[src/rtl/riscv_pkg.sv]
// Shared RISC-V front-end definitions: word width, canonical encodings and fetch FSM states.
package riscv_pkg;

  localparam int XLEN = 32;

  localparam logic [XLEN-1:0] INSTR_NOP   = 32'h00000013;
  localparam logic [XLEN-1:0] INSTR_ECALL = 32'h00000073;

  typedef enum logic [1:0] {
    RUN  = 2'd0,
    HALT = 2'd1,
    ERR  = 2'd2
  } fetch_state_e;

endpackage

[src/rtl/fetch_unit_if_id_reg.sv]
// IF/ID pipeline register: holds one fetched pc/instruction pair behind a valid/ready handshake.
module if_id_reg
  import riscv_pkg::*;
(
  input  logic            clk,
  input  logic            reset,
  input  logic            load,
  input  logic            kill,
  input  logic [XLEN-1:0] pc_in,
  input  logic [XLEN-1:0] instr_in,
  input  logic            out_ready,
  output logic            out_valid,
  output logic [XLEN-1:0] out_pc,
  output logic [XLEN-1:0] out_instr
);

  logic            vld_p1;
  logic [XLEN-1:0] pc_p1;
  logic [XLEN-1:0] instr_p1;

  // ---- stage p1: IF/ID output register ----
  always_ff @(posedge clk or posedge reset) begin
    if (reset) begin
      vld_p1   <= 1'b0;
      pc_p1    <= '0;
      instr_p1 <= INSTR_NOP;
    end else if (load) begin
      vld_p1   <= 1'b1;
      pc_p1    <= pc_in;
      instr_p1 <= instr_in;
    end else if (kill || (vld_p1 && out_ready)) begin
      vld_p1   <= 1'b0;
    end
  end

  assign out_valid = vld_p1;
  assign out_pc    = pc_p1;
  assign out_instr = instr_p1;

endmodule

[src/rtl/fetch_unit.sv]
// Instruction-fetch stage: owns the PC, drives imem and feeds decode through the IF/ID register.
module fetch_unit
  import riscv_pkg::*;
#(
  parameter logic [31:0] RESET_PC   = 32'h0,
  parameter int          IMEM_WORDS = 64
) (
  input  logic            clk,
  input  logic            reset,
  output logic [XLEN-1:0] imem_addr,
  input  logic [XLEN-1:0] imem_rdata,
  input  logic            redirect_valid,
  input  logic [XLEN-1:0] redirect_pc,
  output logic            out_valid,
  input  logic            out_ready,
  output logic [XLEN-1:0] out_pc,
  output logic [XLEN-1:0] out_instr,
  output logic            halted,
  output logic            fetch_err,
  output logic [XLEN-1:0] fetch_count
);

  localparam logic [29:0] IMEM_LIMIT = 30'(IMEM_WORDS);

  fetch_state_e    state, state_next;
  logic [XLEN-1:0] pc, pc_next;
  logic [XLEN-1:0] count_next;
  logic            pc_legal, fire, kill;

  function automatic logic [XLEN-1:0] sat_inc(input logic [XLEN-1:0] v);
    return (v == '1) ? v : v + 1'b1;
  endfunction

  assign pc_legal = (pc[1:0] == 2'b00) && (pc[31:2] < IMEM_LIMIT);
  assign fire     = (state == RUN) && !redirect_valid && pc_legal && (!out_valid || out_ready);

  always_comb begin
    state_next = state;
    pc_next    = pc;
    count_next = fetch_count;
    kill       = 1'b0;
    if (state == RUN) begin
      if (redirect_valid) begin
        // Wrong-path kill wins over a same-cycle handshake.
        pc_next = redirect_pc;
        kill    = 1'b1;
      end else if (!pc_legal) begin
        // pc is left at the faulting address for debug.
        state_next = ERR;
        kill       = 1'b1;
      end else if (fire) begin
        pc_next    = pc + 32'd4;
        count_next = sat_inc(fetch_count);
        if (imem_rdata == INSTR_ECALL) state_next = HALT;
      end
    end
  end

  // ---- stage p0: PC, FSM and counter ----
  always_ff @(posedge clk or posedge reset) begin
    if (reset) begin
      state       <= RUN;
      pc          <= RESET_PC;
      fetch_count <= '0;
    end else begin
      state       <= state_next;
      pc          <= pc_next;
      fetch_count <= count_next;
    end
  end

  assign imem_addr = pc;
  assign halted    = (state == HALT);
  assign fetch_err = (state == ERR);

  if_id_reg u_if_id_reg (
    .clk       (clk),
    .reset     (reset),
    .load      (fire),
    .kill      (kill),
    .pc_in     (pc),
    .instr_in  (imem_rdata),
    .out_ready (out_ready),
    .out_valid (out_valid),
    .out_pc    (out_pc),
    .out_instr (out_instr)
  );

endmodule
[config.mk]
export PLATFORM = sky130hd
export DESIGN_NAME = fetch_unit
export DESIGN_NICKNAME = d
export VERILOG_FILES = /design/src/rtl/riscv_pkg.sv /design/src/rtl/fetch_unit_if_id_reg.sv /design/src/rtl/fetch_unit.sv
export SDC_FILE = /design/constraint.sdc
export NUM_CORES = 1
export LEC_CHECK = 0
export CORE_UTILIZATION = 40
export CTS_CLUSTER_SIZE = 10
export DETAILED_ROUTE_END_ITERATION = 7
export GPL_TIMING_DRIVEN = 0
export PLACE_DENSITY = 0.78
export SYNTH_ARGS = -nofsm -noshare
export SYNTH_HDL_FRONTEND = slang
export SYNTH_SLANG_ARGS = --single-unit
[constraint.sdc]
create_clock -name clk -period 6.53 [get_ports clk]
set_input_delay 1.306 -clock clk [delete_from_list [all_inputs] [get_ports clk]]
set_output_delay 1.306 -clock clk [all_outputs]
set_load 0.01 [all_outputs]
==> results of run 1 <==
-- power breakdown --
part / internal, W / switching, W / leakage (nW)
Clock: 0.000646 / 0.000354 / 0.294
Sequential: 0.000837 / 0.0000324 / 1.74
Combinational: 0.000103 / 0.0000736 / 1.71
Total: 0.00159 / 0.000460 / 3.74
-- flip-flops by register name, indices dropped and copies added, names as in the netlist --
| name | flops |
|---|---|
| fetch_count | 32 |
| imem_addr | 32 |
| u_if_id_reg.out_instr | 32 |
| u_if_id_reg.out_pc | 32 |
| state | 2 |
| u_if_id_reg.out_valid | 1 |
-- synth_stat cells, types with 2 or more instances --
cell      count  share of area, %
a21o_1        2              0.26
a21oi_1      16               1.4
a22o_1        7               1.1
a32oi_1       2              0.31
and2_1        6              0.66
and3_1       14               1.5
and4_1        2              0.31
buf_2         9              0.79
buf_6         2              0.39
clkbuf_1     14              0.92
dfrtp_1     128                56
dfstp_2       3               1.4
ha_1          2              0.44
inv_1         9              0.59
mux2_1       14               2.8
mux2_2       25               4.9
mux2i_1       5              0.87
nand2_1      30               2.0
nand3_1      24               2.1
nand4_1      32               3.5
nor2_1       15              0.98
nor2b_1      30               3.3
nor3_1        7              0.61
nor3b_1       2              0.26
nor4_1       19               2.1
nor4b_1       3              0.46
o21ai_0      11              0.96
o22a_1        6              0.92
o22ai_1       4              0.44
or2_2         2              0.22
or3_1         2              0.22
or4_1         2              0.26
xnor2_1      28               4.3
xor2_1        3              0.46
-- cell usage in the layout (no fill, tap or decap), types with 3 or more instances in the layout --
cell,count
inv_1,8
a21oi_1,16
mux2i_1,5
nor2b_1,30
nor4b_1,3
nor4_1,19
dfrtp_1,128
a22o_1,7
nor2_1,15
nor3_1,7
o21ai_0,11
mux2_2,25
bufinv_16,4
clkdlybuf4s50_1,197
mux2_1,14
clkinv_2,4
clkinvlp_4,5
and2_1,6
clkbuf_1,14
xnor2_1,28
dfstp_2,3
xor2_1,3
o22ai_1,4
nand3_1,24
nand2_1,30
and3_1,14
clkbuf_16,17
o22a_1,6
nand4_1,32
buf_2,9
-- final cells by class --
class                   instances  area [sq um]
well taps                     180         225.2
repair buffers                198          1999
flip-flops and latches        131          3282
fillers                      1080          5350
clock buffers                  18         439.2
plain buffers                  26         123.9
multi-input cells             329          2290
inverters                       9         38.79
clock inverters                14         186.4
-- stage by stage --
step | area [sq um] | worst slack (ns) | total power, W | hold WS, ns | util (%)
final | 8584 | 3.226 | 0.002045 | 0.4843 | 61.61
after global routing | 8584 | 3.041 | 0.002116 | 0.5137 | 61.61
after CTS | 8584 | 3.211 | 0.002063 | 0.4885 | 61.61
after detailed placement | 7959 | 2.793 | 0.001059 | 0.4737 | 57.12
after global placement | 7926 | 0.08517 | 0.001052 | 0.4674 | 56.88
after floorplan | 5729 | 1.731 | 0.0009411 | 0.5217 | -
-- kinds of logic after synthesis --
kind of cell | count (synthesis) | share of synthesized area [%]
xor gates and xnor gates | 31 | 4.739
adders and majority gates | 2 | 0.4367
buffers and inverters | 35 | 2.751
muxes | 44 | 8.539
DFF | 131 | 57.28
and+or+nand+nor | 198 | 20.07
AOI/OAI and AO/OA | 54 | 6.181
-- worst register-to-register path, stage by stage, from the launching register on --
cell      delay (ns)
dfrtp_1         0.36
clkbuf_1        0.20
nor4_1          0.60
and3_1          0.31
buf_2           0.28
buf_2           0.32
mux2_1          0.37
-- routing by layer --
| metal | up-vias | global-route usage [%] | part of all wire, % |
|---|---|---|---|
| met5 | - | 0 | 0 |
| met4 | 0 | 9.414 | 2.1 |
| met3 | 27 | 7.491 | 7.2 |
| met2 | 222 | 36.22 | 49 |
| met1 | 2406 | 26.97 | 41 |
| li1 | 2233 | - | - |
-- final timing paths --
path,from,endpoint,slack [ns],depth (start not counted)
min in group asynchronous,reset,u_if_id_reg.out_instr[25]$_DFFE_PP0P_,1.33,2
hold reg to reg,u_if_id_reg.out_instr[7]$_DFFE_PP0P_,u_if_id_reg.out_instr[7]$_DFFE_PP0P_,0.48,1
setup reg to reg,state[1]$_DFFE_PP0P_,u_if_id_reg.out_instr[9]$_DFFE_PP0P_,3.98,6
setup / recovery,out_ready,u_if_id_reg.out_instr[9]$_DFFE_PP0P_,3.23,7
hold / removal,u_if_id_reg.out_instr[7]$_DFFE_PP0P_,u_if_id_reg.out_instr[7]$_DFFE_PP0P_,0.48,1
max in group asynchronous,reset,u_if_id_reg.out_pc[5]$_DFFE_PP0P_,4.45,3
==> results by group, run 1 <==
Setup path
  – Critical Path AT: 3.59 ns
  – WP buf/inv: 3
  – Setup crit end kind: flop
  – Slowest CP cell: nor4_1
  – Worst path top cell family by delay: buffers and inverters
  – Critical Path Source Type: input port
  – Worst path cell trace: clkdlybuf4s50_1, nor2b_1, nor4_1, and3_1, buf_2, buf_2, mux2_1
  – Most common cell on crit path: buf_2
  – Critical Path RT: 6.82 ns
  – CP Max Fanout: 10
  – Crit path kind: in -> reg
  – Worst path max stage delay: 0.48 ns

Outcome
  – Status: complete, no violations

Clocking
  – Post-CTS Repair Setup Buffers: 0
  – Sink Count: 131
  – Clock Path Buffers: 2
  – TritonCTS Buffers: 17
  – Htree depth: 4
  – CTS resizes: 0
  – Post-CTS Hold Buffers: 0
  – Clock transition at the registers of the reported paths: 0.06 ns
  – CTS tree: done
  – Root buf cell: clkbuf_16
  – Clock Latency Late Sink: 0.41 ns

Yosys
  – Top FF cell, synth: dfrtp_1
  – Synth unique cells: 49
  – Sequential fraction of the synthesis area: 57.28%
  – Post-synth ARST share: 100.0%
  – EDFF count, synth: 0
  – Yosys warns: 0
  – Post-synthesis sequential element count: 131
  – Post-Syn Instances: ~500
  – Mean post-synth cell area: 11.57 sq um
  – Cell Area, Synth: between 5000 and 6000 sq um
  – Syn Nets: 565

STA
  – Clock Skew: 0.005939 ns
  – Slew HR: 36.25%
  – Setup_tns: 0 ns
  – Final setup vio count: 0
  – Final Cycle Share: 50.60%
  – Tmin final: around 3.3 ns
  – Unrepaired setup endpoints after global routing: no
  – Count of pins over their slew limit: 0
  – Endpoints failing hold: 0
  – FMAX: between 0.3 and 0.4 GHz
  – Slew @ Worst Pin: between 0.9 and 1 ns

Floorplan
  – Starting Density: 41.12%
  – Die X: approximately 120 microns
  – Ports: 199
  – Core ar.: 13930 sq um
  – Die Span Y: between 100 and 150 microns
  – Floorplan row count: 43
  – Die area: 14810 sq um

Route
  – Drt pass-1 iters: 5
  – DR iter-0 viols: 336
  – Drt wl/cell: 17.35 microns
  – Drt drc: 0
  – Vias: ~4900
  – Avg Vias per Cell: 5.401
  – Routed wire length: 15.71 mm
  – DRT antenna net count: 0

Worst hold path
  – Hold Crit Class: reg -> reg

Cells and area
  – P&R area growth vs syn: 49.84%
  – Nets@finish: 782
  – Ratio of cells with drive above 1 in the final layout: 11.03%
  – Fin cells: between 900 and 1000
  – Antenna diode instance count: 0

Placement
  – DP HPWL: between 10 and 15 mm
  – GP Congestion: roughly 0.84
  – Placed insts: 873
  – Port bufs: 197

Global route
  – First-pass GRT wire length: 25.21 mm
  – Pin count of the biggest net entering global routing: 73
  – All-Layer GR Usage: 22.27%
  – Number of global-route vias before repair: 4953
  – GRT Residual Overflow: 0
  – Initial antenna violation count: 0

Power and ir drop
  – Worst vdd ir: 0.1866 mV
  – Pwr/cell area: between 200 and 250 nW/um^2
  – P_leak: 3.743 nW

Run
  – Number of max-cap violations: 0
No activity file was read; power rests on OpenSTA's default activity.
==> inputs of run 2 (changes only) <==
--- a/config.mk
+++ b/config.mk
@@ -9,7 +9,7 @@
 export CTS_CLUSTER_SIZE = 10
 export DETAILED_ROUTE_END_ITERATION = 7
 export GPL_TIMING_DRIVEN = 0
-export PLACE_DENSITY = 0.78
+export PLACE_DENSITY = 0.81
 export SYNTH_ARGS = -nofsm -noshare
 export SYNTH_HDL_FRONTEND = slang
 export SYNTH_SLANG_ARGS = --single-unit
==> constraint.sdc (replaced) <==
create_clock -name clk -period 2.9 [get_ports clk]
set_input_delay 0.58 -clock clk [delete_from_list [all_inputs] [get_ports clk]]
set_output_delay 0.58 -clock clk [all_outputs]
set_load 0.01 [all_outputs]
==> run 2 against run 1 <==
Effect of this change:
- worst hold slack improved by 0.0019 ns
- non-clock buffer count rose by 2
- die area is the same
- sequential power increased by 130%
- first-iteration DRC count rose by 21%
- final cell count increased by 0.22%
- wire length grew 2.6%
- utilization is 0.14 points lower
- worst setup slack got worse by 2.9 ns
- combinational power is 130% higher
- clock power grew 110%
- total power increased by 120%
==> results by group, run 2 (same netlist as run 1, synthesis figures left out) <==
Placement
  – GP Congestion: 0.8992
  – DP HPWL: around 12 mm
  – Port bufs: around 200
  – Placed insts: 875

Clocking
  – Post-CTS Hold Buffers: 0
  – Clock Latency Late Sink: 0.41 ns
  – TritonCTS Buffers: 17
  – Post-CTS Repair Setup Buffers: 0
  – Root buf cell: clkbuf_16
  – CTS tree: done
  – Clock Path Buffers: 2
  – CTS resizes: 0
  – Clock transition at the registers of the reported paths: 0.06 ns
  – Sink Count: 131
  – Htree depth: 4

Cells and area
  – P&R area growth vs syn: 49.49%
  – Nets@finish: 784
  – Ratio of cells with drive above 1 in the final layout: 10.87%
  – Most common cell after layout, fill and taps aside: clkdlybuf4s50_1
  – Fin cells: 907
  – Antenna diode instance count: 0
  – Most frequent cells in the layout: clkdlybuf4s50_1, dfrtp_1, nand4_1

Outcome
  – Status: complete, no violations

Power and ir drop
  – P_leak: 3.732 nW
  – Pwr/cell area: 519.1 nW/um^2
  – Worst vdd ir: 0.3636 mV
  – Tot Pwr: 0.004446 W

Route
  – DR iter-0 viols: 407
  – Drt wl/cell: 17.77 microns
  – Avg Vias per Cell: 5.445
  – Vias: roughly 4900
  – Drt pass-1 iters: 7
  – DRT antenna net count: 0
  – Routed wire length: roughly 16 mm
  – Drt drc: 0

Run
  – Number of max-cap violations: 0

Setup path
  – Crit path kind: in -> reg
  – Critical Path Source Type: input port
  – Worst reg-to-reg path cell count: 7
  – Worst path max stage delay: 0.48 ns
  – Setup crit end kind: flop
  – Most common cell on crit path: buf_2
  – Worst path cell trace: clkdlybuf4s50_1, nor2b_1, nor4_1, and3_1, buf_2, buf_2, nand4_1, xnor2_1
  – CP Max Fanout: 10
  – FF-to-FF Start: imem_addr[8]$_DFFE_PP0P_
  – Critical Path RT: around 3.2 ns
  – Slowest CP cell: clkdlybuf4s50_1
  – CP startpoint: out_ready
  – Critical Path AT: 2.88 ns

STA
  – Unrepaired setup endpoints after global routing: no
  – Slew @ Worst Pin: 0.9037 ns
  – Endpoints failing hold: 0
  – Clock Skew: about 0.0074 ns
  – Slew HR: 39.47%
  – FMAX: ~0.39 GHz
  – Tmin final: 2.559 ns
  – Count of pins over their slew limit: 0
  – Final setup vio count: 0
  – Final Cycle Share: 88.24%

Worst hold path
  – Hold Crit Class: reg -> reg
  – Beginning of the worst hold path: u_if_id_reg.out_instr[8]$_DFFE_PP0P_
  – Worst Hold Depth: 1

Floorplan
  – Floorplan row count: 43
  – Die Span Y: roughly 120 microns
  – Die X: 121.7 microns
  – Core ar.: 13930 sq um
  – Ports: 199
  – Die area: between 10000 and 15000 sq um
  – Starting Density: 41.12%

Global route
  – Pin count of the biggest net entering global routing: 46
  – GRT Residual Overflow: 0
  – First-pass GRT wire length: 25.87 mm
  – All-Layer GR Usage: 22.97%
  – Number of global-route vias before repair: 5010
  – Initial antenna violation count: 0
-- run 2: through the flow --
step	TNS (ns)	setup slack [ns]	cell area [sq um]	hold WS, ns	utilization, %
after CTS	0	0.2691	8564	0.4903	61.46
after global routing	0	0.08672	8564	0.5080	61.46
after detailed placement	-3.965	-0.1694	7990	0.4765	57.34
final	0	0.3412	8564	0.4862	61.46
after floorplan	0	0.6518	5733	0.5217	-
after global placement	-54.91	-0.4149	7930	0.4667	56.91
-- run 2: path summary, 6_finish.rpt --
| kind | to | slack, ns |
|---|---|---|
| max | fetch_count[4]$_DFFE_PP0P_ | 0.34 |
| min | u_if_id_reg.out_instr[8]$_DFFE_PP0P_ | 0.49 |
| max reg2reg | fetch_count[4]$_DFFE_PP0P_ | 0.36 |
| min reg2reg | u_if_id_reg.out_instr[8]$_DFFE_PP0P_ | 0.49 |
| max in group asynchronous | u_if_id_reg.out_instr[4]$_DFFE_PP1P_ | 1.41 |
| min in group asynchronous | u_if_id_reg.out_pc[30]$_DFFE_PP0P_ | 0.57 |
-- run 2: where the power goes --
part	internal, W	switching, W	leakage (nW)
clock network	0.00130	0.000778	0.272
registers	0.00188	0.0000796	1.74
logic	0.000236	0.000166	1.72
total	0.00342	0.00102	3.73
-- run 2: cell type report --
| cell class | count | area [sq um] |
|---|---|---|
| multi-input combinational | 329 | 2290 |
| timing repair buffer | 200 | 2032 |
| buffer | 26 | 123.9 |
| clock inverter | 10 | 110.1 |
| clock buffer | 22 | 464.2 |
| tap | 180 | 225.2 |
| sequential | 131 | 3282 |
| fill | 1076 | 5370 |
| inverter | 9 | 37.54 |
-- run 2: per-layer routing --
metal | track usage, % | routed length, microns
met1 | 28.82 | 6692
met2 | 38.07 | 8020
met3 | 6.039 | 1084
met4 | 8.410 | 318
met5 | 0 | 0
-- run 2: worst max-delay path: cells and delay by family --
family        cells  cell delay (ns)
xor+xnor          1             0.22
simple gates      4             1.05
buf+inv           3             1.03
